`src/rtl/alu_pkg.sv`:
```
// Shared definitions for the sequential ALU: opcodes, FSM states and the flag bundle.
package alu_pkg;

    localparam logic [2:0] OP_ADD = 3'b000;
    localparam logic [2:0] OP_SUB = 3'b001;
    localparam logic [2:0] OP_MUL = 3'b010;
    localparam logic [2:0] OP_ROR = 3'b011;
    localparam logic [2:0] OP_AND = 3'b100;
    localparam logic [2:0] OP_OR  = 3'b101;
    localparam logic [2:0] OP_XOR = 3'b110;
    localparam logic [2:0] OP_ROL = 3'b111;

    typedef enum logic [1:0] {
        ST_IDLE = 2'd0,
        ST_MUL  = 2'd1,
        ST_DONE = 2'd2
    } state_t;

    typedef struct packed {
        logic n;
        logic z;
        logic c;
        logic v;
    } flags_t;

endpackage

```
`src/rtl/alu_mul_iter.sv`:
```
// Iterative shift-add unsigned multiplier: one partial product per cycle, WIDTH cycles.
module alu_mul_iter #(
    parameter int WIDTH = 32
) (
    input  logic                 clk,
    input  logic                 rstN,
    input  logic                 start,
    input  logic [WIDTH-1:0]     a,
    input  logic [WIDTH-1:0]     b,
    output logic                 done,
    output logic [2*WIDTH-1:0]   product
);

    localparam int SHW = $clog2(WIDTH);
    localparam logic [SHW-1:0] LAST = SHW'(WIDTH - 1);

    logic                 busy;
    logic [SHW-1:0]       cnt;
    logic [WIDTH-1:0]     mcand;
    logic [2*WIDTH-1:0]   prod;
    logic [WIDTH:0]       sum;
    logic [2*WIDTH-1:0]   prod_step;

    // Upper half accumulates, lower half holds the not-yet-consumed multiplier bits.
    assign sum       = {1'b0, prod[2*WIDTH-1:WIDTH]} + (prod[0] ? {1'b0, mcand} : '0);
    assign prod_step = {sum, prod[WIDTH-1:1]};
    assign done      = busy && (cnt == LAST);
    assign product   = prod_step;

    always_ff @(posedge clk or negedge rstN) begin
        if (!rstN) begin
            busy  <= 1'b0;
            cnt   <= '0;
            mcand <= '0;
            prod  <= '0;
        end else if (start) begin
            busy  <= 1'b1;
            cnt   <= '0;
            mcand <= a;
            prod  <= {{WIDTH{1'b0}}, b};
        end else if (busy) begin
            prod <= prod_step;
            cnt  <= cnt + SHW'(1);
            if (done) begin
                busy <= 1'b0;
            end
        end
    end

endmodule

```
`src/rtl/alu_seq.sv`:
```
// Handshaked ALU: single-cycle add/sub/logic/rotate, iterative multiply, registered result and NZCV flags.
module alu_seq
    import alu_pkg::*;
#(
    parameter int WIDTH = 32,
    parameter int SHW   = $clog2(WIDTH)
) (
    input  logic              clk,
    input  logic              rstN,
    input  logic              inValid,
    output logic              inReady,
    input  logic [2:0]        aluOp,
    input  logic [WIDTH-1:0]  aluIn1,
    input  logic [WIDTH-1:0]  aluIn2,
    output logic              outValid,
    input  logic              outReady,
    output logic [WIDTH-1:0]  aluOut,
    output logic [WIDTH-1:0]  aluOutHi,
    output logic              N,
    output logic              Z,
    output logic              C,
    output logic              V
);

    state_t              state;
    state_t              state_next;
    logic                accept;
    logic                is_mul;
    logic                mul_done;
    logic [2*WIDTH-1:0]  mul_prod;
    logic [WIDTH-1:0]    mul_hi;
    flags_t              mul_fl;

    logic [SHW-1:0]      amt;
    logic [SHW:0]        rol_shift;
    logic [WIDTH:0]      add_ext;
    logic [WIDTH:0]      sub_ext;
    logic [WIDTH-1:0]    ror_res;
    logic [WIDTH-1:0]    rol_res;
    logic [WIDTH-1:0]    single_res;
    flags_t              single_fl;

    logic [WIDTH-1:0]    out_lo;
    logic [WIDTH-1:0]    out_hi;
    flags_t              out_fl;

    assign accept = inValid && inReady;
    assign is_mul = (aluOp == OP_MUL);

    alu_mul_iter #(.WIDTH(WIDTH)) u_mul (
        .clk     (clk),
        .rstN    (rstN),
        .start   (accept && is_mul),
        .a       (aluIn1),
        .b       (aluIn2),
        .done    (mul_done),
        .product (mul_prod)
    );

    assign amt       = aluIn1[SHW-1:0];
    assign add_ext   = {1'b0, aluIn1} + {1'b0, aluIn2};
    assign sub_ext   = {1'b0, aluIn2} - {1'b0, aluIn1};
    // Rotate left by amt is rotate right by WIDTH-amt; amt==0 shifts a whole copy away.
    assign rol_shift = (SHW+1)'(WIDTH) - {1'b0, amt};
    assign ror_res   = WIDTH'({aluIn2, aluIn2} >> amt);
    assign rol_res   = WIDTH'({aluIn2, aluIn2} >> rol_shift);

    always_comb begin
        single_res = '0;
        single_fl  = '0;
        case (aluOp)
            OP_ADD: begin
                single_res  = add_ext[WIDTH-1:0];
                single_fl.c = add_ext[WIDTH];
                single_fl.v = (aluIn1[WIDTH-1] == aluIn2[WIDTH-1]) &&
                              (single_res[WIDTH-1] != aluIn1[WIDTH-1]);
            end
            OP_SUB: begin
                single_res  = sub_ext[WIDTH-1:0];
                single_fl.c = ~sub_ext[WIDTH];
                single_fl.v = (aluIn2[WIDTH-1] != aluIn1[WIDTH-1]) &&
                              (single_res[WIDTH-1] != aluIn2[WIDTH-1]);
            end
            OP_ROR: begin
                single_res  = ror_res;
                single_fl.c = (amt != '0) && ror_res[WIDTH-1];
            end
            OP_ROL: begin
                single_res  = rol_res;
                single_fl.c = (amt != '0) && rol_res[0];
            end
            OP_AND:  single_res = aluIn1 & aluIn2;
            OP_OR:   single_res = aluIn1 | aluIn2;
            OP_XOR:  single_res = aluIn1 ^ aluIn2;
            default: single_res = '0;
        endcase
        single_fl.n = single_res[WIDTH-1];
        single_fl.z = (single_res == '0);
    end

    assign mul_hi   = mul_prod[2*WIDTH-1:WIDTH];
    assign mul_fl.n = mul_prod[WIDTH-1];
    assign mul_fl.z = (mul_prod == '0);
    assign mul_fl.c = (mul_hi != '0);
    assign mul_fl.v = 1'b0;

    always_ff @(posedge clk or negedge rstN) begin
        if (!rstN) begin
            state <= ST_IDLE;
        end else begin
            state <= state_next;
        end
    end

    always_comb begin
        state_next = state;
        inReady    = 1'b0;
        outValid   = 1'b0;
        case (state)
            ST_IDLE: begin
                inReady = 1'b1;
                if (accept) begin
                    state_next = is_mul ? ST_MUL : ST_DONE;
                end
            end
            ST_MUL: begin
                if (mul_done) begin
                    state_next = ST_DONE;
                end
            end
            ST_DONE: begin
                outValid = 1'b1;
                inReady  = outReady;
                if (outReady) begin
                    if (accept) begin
                        state_next = is_mul ? ST_MUL : ST_DONE;
                    end else begin
                        state_next = ST_IDLE;
                    end
                end
            end
            default: state_next = ST_IDLE;
        endcase
    end

    // Result registers only change on a single-cycle accept or on the final multiply step.
    always_ff @(posedge clk or negedge rstN) begin
        if (!rstN) begin
            out_lo <= '0;
            out_hi <= '0;
            out_fl <= '0;
        end else if (accept && !is_mul) begin
            out_lo <= single_res;
            out_hi <= '0;
            out_fl <= single_fl;
        end else if ((state == ST_MUL) && mul_done) begin
            out_lo <= mul_prod[WIDTH-1:0];
            out_hi <= mul_hi;
            out_fl <= mul_fl;
        end
    end

    assign aluOut   = out_lo;
    assign aluOutHi = out_hi;
    assign N        = out_fl.n;
    assign Z        = out_fl.z;
    assign C        = out_fl.c;
    assign V        = out_fl.v;

endmodule

```
`config.mk`:
```
export PLATFORM = sky130hd
export DESIGN_NAME = alu_seq
export DESIGN_NICKNAME = d
export VERILOG_FILES = /design/src/rtl/alu_pkg.sv /design/src/rtl/alu_mul_iter.sv /design/src/rtl/alu_seq.sv
export SDC_FILE = /design/constraint.sdc
export NUM_CORES = 1
export LEC_CHECK = 0
export CORE_ASPECT_RATIO = 1.5
export CORE_MARGIN = 3
export CORE_UTILIZATION = 65
export CTS_BUF_LIST = sky130_fd_sc_hd__clkbuf_2 sky130_fd_sc_hd__clkbuf_4 sky130_fd_sc_hd__clkbuf_8
export DETAILED_ROUTE_END_ITERATION = 8
export GPL_TIMING_DRIVEN = 0
export PLACE_DENSITY = 0.87
export SYNTH_ARGS = -nofsm -noshare
export SYNTH_HDL_FRONTEND = slang
export SYNTH_SLANG_ARGS = --single-unit
export TNS_END_PERCENT = 1
```
`constraint.sdc`:
```
create_clock -name clk -period 7 [get_ports clk]
set_input_delay 2.1 -clock clk [delete_from_list [all_inputs] [get_ports clk]]
set_output_delay 2.1 -clock clk [all_outputs]
set_load 0.03 [all_outputs]
```
==> results of run 1 <==
==> synth_stat cells, drive strengths merged (36+ instances only) <==
cell	instances	share of area, %
and2	40	1.3
nand3	54	1.4
nor2	187	3.6
inv	113	2.2
a211oi	37	1.4
mux4	65	7.5
mux2i	145	7.4
o21ai	202	5.2
buf	51	1.4
nand2	297	5.7
a21oi	140	3.6
a21o	36	1.4
nor3	45	1.2
clkbuf	144	2.8
ha	141	9.0
dfrtp	171	22
==> metrics by stage <==
stage	cells	worst slack, ps	hold WS [ps]	utilization, %
4_1_cts	2989	18.3	486	74.5
3_3_place_gp	2960	-3160	454	72.4
2_1_floorplan	2426	447	442	-
3_5_place_dp	2961	-3240	464	72.5
==> layer usage <==
| metal | global-route usage [%] | GRT overflow |
|---|---|---|
| met1 | 63.9 | 0 |
| met2 | 88.4 | 4 |
| met3 | 40.6 | 0 |
| met4 | 71.7 | 5 |
| met5 | 9.22 | 0 |
==> cell families after synthesis <==
logic type	count (synthesis)
xor+xnor	57
compound gates	718
buf+inv	312
simple gates	785
flops	171
mux	239
fa+ha+maj	144
==> what timing repair did <==
item / CTS
gates resized for setup: 33
buffers inserted: 1
gates cloned: 0
setup endpoints to repair: 34
==> run summary, run 1 <==
result of the run: aborted with a tool error
average cell area after synthesis: 8.05 um2
routability-driven placement congestion ratio: 1.28
ys flop type: sky130_fd_sc_hd__dfrtp_1
largest family of logic cells by synthesized area: compound AO/OA/AOI/OAI gates
Synth Cell Area: 19500 um2
hpwl dp: 74.6 mm
sequential element share of the synthesized area: 21.9%
flops & latches, synth: 171
arithmetic-cell share of the synthesized area counting full adders, half adders and majority gates: 9.34%
Initial Utilization: 66.1%
Area after DPL: 21500 um2
horizontal extent of the die: 148 um
number of sinks handled by clock tree synthesis: 171
GRT Residual Overflow: 9
parity-gate share of the synthesized area counting xor and xnor cells: 2.56%
synth unique cells: 94
CTS Hold Buffers Added: 0
number of warnings issued by yosys: 0
worst-case clock buffer depth: 2
post-synthesis mux area share: 16.7%
clock tree root buffer cell: sky130_fd_sc_hd__clkbuf_8
first error in the log: [ERROR GRT-0116] Global routing finished with congestion. Check the congestion regions in the DRC Viewer.
overall routing resource usage: 65.6%
number of input and output port buffers inserted: 139
area fraction in compound gates after synthesis: 24.2%
first-pass GRT wire length: 159 mm
Num CTS Buffers: 17
via count of the first global-routing pass: 24800
number of top-level design ports: 141
Die H: 218 um
number of H-tree branching levels: 4
synthesized instance count: 2426
count of flip-flops with a built-in enable after synthesis: 0
stage where the flow stopped: global routing (5_1_grt)
largest net degree at the start of global routing: 129
Synthesized Nets: 2641
proportion of synthesized flip-flops having asynchronous set or reset: 100%
num rows: 77
simple-gate share of the synthesized area: 18.9%
==> run 2: changes to the inputs <==
==> config.mk (replaced) <==
export PLATFORM = sky130hd
export DESIGN_NAME = alu_seq
export DESIGN_NICKNAME = d
export VERILOG_FILES = /design/src/rtl/alu_pkg.sv /design/src/rtl/alu_mul_iter.sv /design/src/rtl/alu_seq.sv
export SDC_FILE = /design/constraint.sdc
export NUM_CORES = 1
export LEC_CHECK = 0
export CORE_MARGIN = 3
export CORE_UTILIZATION = 40
export DETAILED_ROUTE_END_ITERATION = 8
export GPL_TIMING_DRIVEN = 0
export PLACE_DENSITY_LB_ADDON = 0.15
export SYNTH_ARGS = -nofsm -noshare
export SYNTH_HDL_FRONTEND = slang
export SYNTH_SLANG_ARGS = --single-unit
export TNS_END_PERCENT = 1
==> run 2 against run 1 <==
The flow now finishes, with violations (setup timing). Synthesized cell count unchanged. Area after synthesis unchanged.
==> run summary, run 2 <==
clk_skew: 13.9 ps
Synthesized Nets: 2641
antenna violations before repair: 9
routed vias/inst: 6.70
Crit Reg-Reg Startpoint: u_mul.prod[0]$_DFFE_PN0P_
average cell area after synthesis: 8.05 um2
leading post-synthesis cells by cell area: sky130_fd_sc_hd__dfrtp_1 (22%), sky130_fd_sc_hd__ha_1 (9.0%), sky130_fd_sc_hd__mux4_2 (7.5%)
count of vias placed by the detailed router: 21500
worst-case clock buffer depth: 2
sequential element share of the synthesized area: 21.9%
switching fraction of total power: 48.4%
Num CTS Buffers: 17
proportion of synthesized flip-flops having asynchronous set or reset: 100%
share of final-layout standard cells stronger than drive strength 1: 9.78%
Setup-failing EPs final: 1
Critical Path Start Type: input port
class of the tightest hold or removal check: reg2reg
number of maximum-capacitance constraint violations: 0
max_slew headroom: 7.45%
destination of the worst hold path: u_mul.mcand[21]$_DFFE_PN0P_
CTS Hold Buffers Added: 0
max reg flops: 64
overall routing resource usage: 39.9%
Detail Route Antenna Nets: 0
number of warnings issued by yosys: 0
NetSw: 0.00282 W
synth unique cells: 94
Largest Register: u_mul.prod
number of nets in the final layout: 2799
clk_lat worst skew: 460 ps
cell type with the highest aggregate area in the netlist: sky130_fd_sc_hd__dfrtp_1
final sum of negative setup slack: -28.1 ps
Clock power frac: 16.6%
result of the run: finished with violations
synthesized instance count: 2426
element type at the critical path end: register
ys flop type: sky130_fd_sc_hd__dfrtp_1
launch point of the worst hold path: u_mul.mcand[21]$_DFFE_PN0P_
PD cells: 257 nW/um2
kind of critical path: in2reg
number of input and output port buffers inserted: 139
post-DR wirelength/cell: 32.6 um
number of design-rule violations left by the first detailed-router iteration: 2525
peak clock frequency supported by timing: 142 MHz
CTS tree: done
Initial Utilization: 40.7%
num rows: 80
clock tree root buffer cell: sky130_fd_sc_hd__clkbuf_16
parity-gate share of the synthesized area counting xor and xnor cells: 2.56%
via count of the first global-routing pass: 20900
first-pass GRT wire length: 148 mm
violations in the final reports: setup timing
leakage power figure: 10.1 nW
RSZ-0062 raised after global routing: false
Least-Margin Pin Slew: 1390 ps
time the worst path needs with I/O delays and setup: 7030 ps
sum of routed wire length over all layers: 105 mm
fraction of synthesized cell area taken by the top area cell type: 21.9%
critical path required time: 7400 ps
worst setup margin: -28.1 ps
flops & latches, synth: 171
worst reg-to-reg path cell count: 17
Arrival @ worst endpoint: 7430 ps
largest net degree at the start of global routing: 122
1st-pass router iterations: 6
top cell types by occurrence after synthesis: sky130_fd_sc_hd__nand2_1 (297), sky130_fd_sc_hd__o21ai_0 (199), sky130_fd_sc_hd__nor2_1 (186)
arithmetic-cell share of the synthesized area counting full adders, half adders and majority gates: 9.34%
cell with the most instances after synthesis: sky130_fd_sc_hd__nand2_1
number of top-level design ports: 141
hpwl dp: 84.4 mm
clock-pin slew of the registers on the worst-case setup and hold paths: 70 ps
simple-gate share of the synthesized area: 18.9%
Synth-to-Final Area Change: 15.9%
number of H-tree branching levels: 4
sequential fraction of design power: 26.6%
routability-driven placement congestion ratio: 1.09
horizontal extent of the die: 227 um
DR DRC count: 0
Synth Cell Area: 19500 um2
area fraction in compound gates after synthesis: 24.2%
fin. max-slew vios: 0
post-synthesis mux area share: 16.7%
area of the die: 51500 um2
Hold WS: 471 ps
fraction of power consumed by combinational cells: 56.8%
floorplan core area: 47900 um2
Filler Cells Inserted: 4807
reg2reg end: Z$_DFFE_PN0P_
Die H: 227 um
maximum fanout count along the critical path: 19
Setup WS pre-CTS: -3320 ps
final hold vios: 0
internal portion of total power: 0.00300 W
flop2flop setup slack: 1720 ps
highest-count cells in the layout ignoring fill and taps: sky130_fd_sc_hd__nand2_1 (297), sky130_fd_sc_hd__o21ai_0 (198), sky130_fd_sc_hd__nor2_1 (186), sky130_fd_sc_hd__dfrtp_1 (171), sky130_fd_sc_hd__mux2i_1 (142)
Min-Delay Path Depth: 2
number of sinks handled by clock tree synthesis: 171
Max VDD drop: 170 uV
GRT Residual Overflow: 0
commonest non-fill, non-tap cell in the layout: sky130_fd_sc_hd__nand2_1
count of flip-flops with a built-in enable after synthesis: 0
largest family of logic cells by synthesized area: compound AO/OA/AOI/OAI gates
period utilisation layout: 100%
[run 2: worst max-delay path by stage]
stage / slack (ps) / startpoint / cells after the start / to
global route: 0.04 / aluIn2[0] / 18 / Z$_DFFE_PN0P_
detailed placement: -3320 / aluIn1[0] / 18 / Z$_DFFE_PN0P_
global placement: -3550 / aluIn1[0] / 18 / Z$_DFFE_PN0P_
floorplan: 450 / aluIn1[0] / 18 / Z$_DFFE_PN0P_
finish: -30 / aluOp[0] / 12 / Z$_DFFE_PN0P_
CTS: 5 / aluIn1[3] / 18 / Z$_DFFE_PN0P_
[run 2: power by group through the flow]
stage / clock network, W / logic [W] / registers (W)
after floorplan: 0 / 0.00202 / 0.00156
after global placement: 0 / 0.00314 / 0.00155
after detailed placement: 0 / 0.00318 / 0.00155
after CTS: 0.000977 / 0.00322 / 0.00154
after global routing: 0.00102 / 0.00354 / 0.00157
final: 0.000967 / 0.00331 / 0.00155
[run 2: timing repair]
| item | in CTS | in global routing |
|---|---|---|
| setup buffers | 3 | 3 |
| endpoints found under the setup margin | 35 | 1 |
| gates resized for setup | 67 | 57 |
| pin swaps | 1 | 4 |
[run 2: layer usage]
metal | wire length [um] | vias to the layer above | track usage, %
li1 | - | 9258 | -
met1 | 40100 | 10500 | 49.0
met2 | 46100 | 1420 | 63.3
met3 | 10000 | 392 | 9.21
met4 | 8490 | 4 | 25.6
met5 | 148 | - | 1.66
[run 2: through the flow]
| stage | util (%) | cells | area, um2 | power [W] |
|---|---|---|---|---|
| after floorplan | - | 2426 | 19500 | 0.00359 |
| after global placement | 45.3 | 3180 | 21700 | 0.00469 |
| after detailed placement | 45.3 | 3181 | 21700 | 0.00474 |
| after CTS | 47.0 | 3211 | 22500 | 0.00574 |
| after global routing | 47.2 | 3212 | 22600 | 0.00613 |
| final | 47.2 | 3216 | 22600 | 0.00582 |
[run 2: cells by family (layout without fill, tap and decap cells)]
| logic type | Yosys count | in the layout |
|---|---|---|
| AND/OR/NAND/NOR | 785 | 785 |
| AO/OA/AOI/OAI | 718 | 718 |
| buffers and inverters | 312 | 483 |
| multiplexers | 239 | 239 |
| flip-flops | 171 | 171 |
| adder cells (fa/ha/maj) | 144 | 144 |
| XOR/XNOR | 57 | 57 |
| other | 0 | 4 |
[run 2: layout make-up]
class	instances	area, um2	share of cell area, %
multi-input cells	1943	14200	62.7
clock buffers	18	429	1.90
repair buffers	146	1470	6.49
clock inverters	14	153	0.674
plain buffers	188	878	3.88
flip-flops and latches	171	4280	18.9
inverters	117	452	1.99
well taps	615	769	3.40
diodes	4	10.0	0.0442
[run 2: worst max-delay path, stage by stage]
cell,delay (ps)
sky130_fd_sc_hd__clkdlybuf4s50_1,640
sky130_fd_sc_hd__clkbuf_2,600
sky130_fd_sc_hd__clkbuf_1,690
sky130_fd_sc_hd__buf_1,690
sky130_fd_sc_hd__buf_1,480
sky130_fd_sc_hd__a211oi_1,150
sky130_fd_sc_hd__a21oi_1,350
sky130_fd_sc_hd__o22ai_1,200
sky130_fd_sc_hd__a211oi_1,580
sky130_fd_sc_hd__o21ai_0,270
sky130_fd_sc_hd__or4_1,550
sky130_fd_sc_hd__nand2_1,80
Power figures use the tool's default switching activity.
